File: config.mk
export PLATFORM = sky130hd
export DESIGN_NAME = round_engine
export DESIGN_NICKNAME = d
export VERILOG_FILES = /design/src/rtl/round_engine.sv
export SDC_FILE = /design/constraint.sdc
export NUM_CORES = 1
export LEC_CHECK = 0
export BUFFER_PORTS_ARGS = -buffer_cell sky130_fd_sc_hd__buf_2
export CAP_MARGIN = 25
export CORE_UTILIZATION = 47
export CTS_CLUSTER_SIZE = 12
export DETAILED_ROUTE_END_ITERATION = 16
export MAX_ROUTING_LAYER = met4
export PLACE_DENSITY = 0.83
export SLEW_MARGIN = 30
export SYNTH_ARGS = -nofsm -noshare
export SYNTH_HDL_FRONTEND = slang
export SYNTH_SLANG_ARGS = --single-unit
File: constraint.sdc
create_clock -name clk -period 4.1 [get_ports clk]
set_clock_uncertainty 0.05 [all_clocks]
set_input_delay 0.41 -clock clk [delete_from_list [all_inputs] [get_ports clk]]
set_output_delay 0.41 -clock clk [all_outputs]
set_load 0.005 [all_outputs]
File: src/rtl/round_engine.sv
// rtl/round_engine.sv - iterative 8-bit round datapath around an external substitution block
// Each round: key mix, external substitution, rotl-3 permutation; final key whitening.
module round_engine #(
  parameter int ROUNDS = 4
) (
  input  logic       clk,
  input  logic       rst_n,
  input  logic       in_valid,
  output logic       in_ready,
  input  logic [7:0] in_data,
  input  logic [7:0] key,
  output logic [7:0] sub_in,
  input  logic [7:0] sub_out,
  output logic       out_valid,
  input  logic       out_ready,
  output logic [7:0] out_data,
  output logic       busy
);

  typedef enum logic [1:0] {
    IDLE  = 2'd0,
    ROUND = 2'd1,
    DONE  = 2'd2
  } state_t;

  localparam logic [3:0] LP_LAST   = 4'(ROUNDS - 1);
  localparam logic [3:0] LP_ROUNDS = 4'(ROUNDS);

  state_t     r_state;
  state_t     w_next_state;
  logic [7:0] r_s;
  logic [7:0] r_k;
  logic [3:0] r_r;
  logic [7:0] r_out_data;
  logic [7:0] w_perm;
  logic [7:0] w_final_key;

  // rk(r) = rotl(k, r[2:0]) ^ r; the upper byte of {k,k} << n is rotl(k, n)
  function automatic logic [7:0] f_round_key(input logic [7:0] k, input logic [3:0] r);
    logic [15:0] w_dbl;
    w_dbl = {k, k} << r[2:0];
    return w_dbl[15:8] ^ {4'b0000, r};
  endfunction

  assign sub_in      = r_s ^ f_round_key(r_k, r_r);
  assign w_perm      = {sub_out[4:0], sub_out[7:5]};
  assign w_final_key = f_round_key(r_k, LP_ROUNDS);
  assign out_data    = r_out_data;

  always_ff @(posedge clk or negedge rst_n) begin
    if (!rst_n) begin
      r_state <= IDLE;
    end else begin
      r_state <= w_next_state;
    end
  end

  always_comb begin
    w_next_state = r_state;
    case (r_state)
      IDLE:    if (in_valid) w_next_state = ROUND;
      ROUND:   if (r_r == LP_LAST) w_next_state = DONE;
      DONE:    if (out_ready) w_next_state = IDLE;
      default: w_next_state = IDLE;
    endcase
  end

  always_comb begin
    in_ready  = (r_state == IDLE);
    out_valid = (r_state == DONE);
    busy      = (r_state == ROUND) || (r_state == DONE);
  end

  always_ff @(posedge clk or negedge rst_n) begin
    if (!rst_n) begin
      r_s        <= 8'h00;
      r_k        <= 8'h00;
      r_r        <= 4'h0;
      r_out_data <= 8'h00;
    end else begin
      case (r_state)
        IDLE: begin
          if (in_valid) begin
            r_s <= in_data;
            r_k <= key;
            r_r <= 4'h0;
          end
        end
        ROUND: begin
          r_s <= w_perm;
          r_r <= r_r + 4'h1;
          if (r_r == LP_LAST) begin
            r_out_data <= w_perm ^ w_final_key;
          end
        end
        default: ;
      endcase
    end
  end

endmodule

==> impl_metrics.env <==
export IMPL_whs_ns=0.0915
export IMPL_clockBufferDepth=2
export IMPL_clk_latency_ns=0.28
export IMPL_finalWirelength_um=3880
export IMPL_synth_seq_area_share_pct=42.9
export IMPL_finalCritPeriodShare_pct=61.4
export IMPL_die_w_um=63.0
export IMPL_yosysTopAreaCell="dfrtp_1"
export IMPL_hold_viol=0
export IMPL_synth_nets=208
export IMPL_path_depth=5
export IMPL_switchingPower_uw=803
export IMPL_internal_power_uw=1150
export IMPL_grt_overflow_total=0
export IMPL_ys_ff_latch=30
export IMPL_final_nets=253
export IMPL_synth_area_sq_um=1750
export IMPL_dp_cells=260
export IMPL_critPathMaxStageDelay_ns=0.70
export IMPL_maxCapViolations=0
export IMPL_critPathRequiredTime_ns=3.64
export IMPL_drive_gt1_share_pct=32.0
export IMPL_ys_flop_type="dfrtp_1"
export IMPL_pwr_share_seq_pct=30.7
export IMPL_tightest_slew_ns=0.645
export IMPL_cts_buffers=5
export IMPL_synth_cells=176
export IMPL_wl_per_cell_um=14.5
export IMPL_io_pins=47
export IMPL_setup_viol=0
export IMPL_ys_top_cells_by_area="dfrtp_1 (43%), mux2_2 (8.4%), xnor2_1 (7.5%), nor2_1 (6.4%), o22ai_1 (5.4%)"
export IMPL_cp_start_kind="register"
export IMPL_rsz0062_at_grt="no"
export IMPL_diodes=0
export IMPL_pwr_share_comb_pct=53.9
export IMPL_peakVddDrop_mv=0.472
export IMPL_dpl_instance_area_sq_um=2000
export IMPL_slowest_stage="dfrtp_1"
export IMPL_outcome="finished clean"
export IMPL_htree_levels=2
export IMPL_clk_pin_slew_worst_paths_ns=0.07
export IMPL_synthArstFlopShare_pct=100
export IMPL_synth_top_area_share_pct=42.9
export IMPL_critPathBufInv=1
export IMPL_period_minus_slack_ns=2.52
export IMPL_synth_warnings=0
export IMPL_drt_iter0_markers=121
export IMPL_grt_pass1_wl_um=6760
export IMPL_dp_hpwl_um=2880
export IMPL_arrival_ns=2.06
export IMPL_ant_nets=0
export IMPL_area_delta_synth_final_pct=20.6
export IMPL_cts_hold_buf=0
export IMPL_dieArea_sq_um=3970
export IMPL_crit_family="flip-flops"
export IMPL_grtUsageTotal_pct=23.1
export IMPL_clock_power_share_pct=15.3
export IMPL_globalplace_congestion=0.855
export IMPL_ctsResizeCount=0
export IMPL_grt_pass1_vias=1438
export IMPL_synth_edff_count=0
export IMPL_die_h_um=63.0
export IMPL_final_cell_count_no_fill=268
export IMPL_rows=21
export IMPL_slew_viol_final=0
export IMPL_final_cell_area_sq_um=2110
export IMPL_postCtsSetupBuffers=0
export IMPL_portBuffers=46
export IMPL_path_class="register to output pin"
export IMPL_rr_worst_depth=3
export IMPL_setup_tns_ns=0
export IMPL_antenna_found_initial=0
export IMPL_drcViolationCount=0
export IMPL_root_buffer="clkbuf_8"
export IMPL_clock_sinks=30
export IMPL_ys_types=34
export IMPL_fmax_mhz=397
export IMPL_end_kind="output pin"
export IMPL_start_util_pct=50.8
export IMPL_coreArea_sq_um=3440
export IMPL_num_vias=1487
export IMPL_p_sw_share_pct=41.0
export IMPL_hold_class="primary input to async pin"
export IMPL_cts_tree="done"
export IMPL_grt_max_degree=31
export IMPL_cp_max_fo=14
export IMPL_p_per_area_nw_per_um2=928
export IMPL_drtPass1Iterations=5
export IMPL_syn_avg_cell_area_sq_um=9.94
export IMPL_p_leak_uw=0.000919
export IMPL_via_per_inst=5.55
export IMPL_path_cells="mux2i_1 > o22ai_1 > a211oi_2 > xor2_1 > buf_2"
export IMPL_relSlewSlack_pct=57.0
## cells by family (layout without fill, tap and decap cells)
family,count (synthesis),count (layout),share of synthesized area (%)
compound gates,42,42,16.2
flops,30,30,42.9
xor+xnor,19,19,9.51
buf+inv,13,59,3.43
fa+ha+maj,4,4,2.86
simple gates,47,47,11.6
mux,21,21,13.5
## path summary, 6_finish.rpt
check                                 start           to  slack (ns)
worst min-delay path                  rst_n       r_s[2]        0.09
worst max register to register       r_r[1]  out_data[2]        1.96
worst min register to register  out_data[2]  out_data[2]        0.46
worst max-delay path                 r_r[1]    sub_in[2]        1.58
min in group clk                     key[4]       r_k[4]        0.30
max in group asynchronous             rst_n  out_data[3]        3.48
## per-layer routing
| metal | wire [um] | vias up | track usage [%] |
|---|---|---|---|
| li1 | - | 718 | - |
| met3 | 207 | 10 | 5.11 |
| met5 | 0 | - | - |
| met2 | 1780 | 54 | 34.9 |
| met4 | 78 | 0 | 8.43 |
| met1 | 1820 | 705 | 30.1 |
## through the flow
step	power, uW	utilization [%]	setup slack (ns)
2_1_floorplan	1330	-	2.29
3_3_place_gp	1650	58.0	1.89
3_5_place_dp	1660	58.0	1.88
4_1_cts	1970	61.3	1.57
5_1_grt	2120	61.3	1.37
6_report	1960	61.3	1.58
## cell usage after synthesis (3+ instances only)
cell type / number
buf_2: 3
ha_1: 4
mux2_2: 13
inv_1: 5
mux2i_1: 6
xor2_1: 4
a21oi_1: 8
a221oi_1: 4
nor2_1: 30
xnor2_1: 15
nand2_1: 6
clkbuf_1: 4
o22ai_1: 15
o21ai_0: 3
nand2b_1: 3
dfrtp_1: 30
## state kept, by name (all words and copies together), names as in the netlist
| name | cells |
|---|---|
| r_r | 4 |
| r_state | 2 |
| r_s | 8 |
| r_k | 8 |
| out_data | 8 |
## power by group through the flow
| stage | clock [uW] | combinational (uW) | sequential (uW) |
|---|---|---|---|
| global route | 316 | 1180 | 623 |
| global placement | 0 | 1050 | 599 |
| CTS | 305 | 1070 | 597 |
| finish | 300 | 1060 | 602 |
| detailed placement | 0 | 1060 | 602 |
| floorplan | 0 | 791 | 540 |
## final cells by class
| class | count | area, sq um |
|---|---|---|
| Fill cell | 310 | 1330 |
| Multi-Input combinational cell | 133 | 938 |
| Inverter | 5 | 18.8 |
| Sequential cell | 30 | 751 |
| Clock inverter | 3 | 45.0 |
| Clock buffer | 5 | 68.8 |
| Tap cell | 46 | 57.6 |
| Timing Repair Buffer | 46 | 230 |
## layout by cell type (no fill, tap or decap), types with 3 or more instances in the layout
cell,instances
a21oi_1,8
a221oi_1,4
buf_2,46
clkbuf_8,5
dfrtp_1,30
ha_1,4
inv_1,5
mux2_2,13
mux2i_1,6
nand2_1,6
nand2b_1,3
nor2_1,30
o21ai_0,3
o22ai_1,15
xnor2_1,15
xor2_1,4
(Power assumes the default switching activity.)
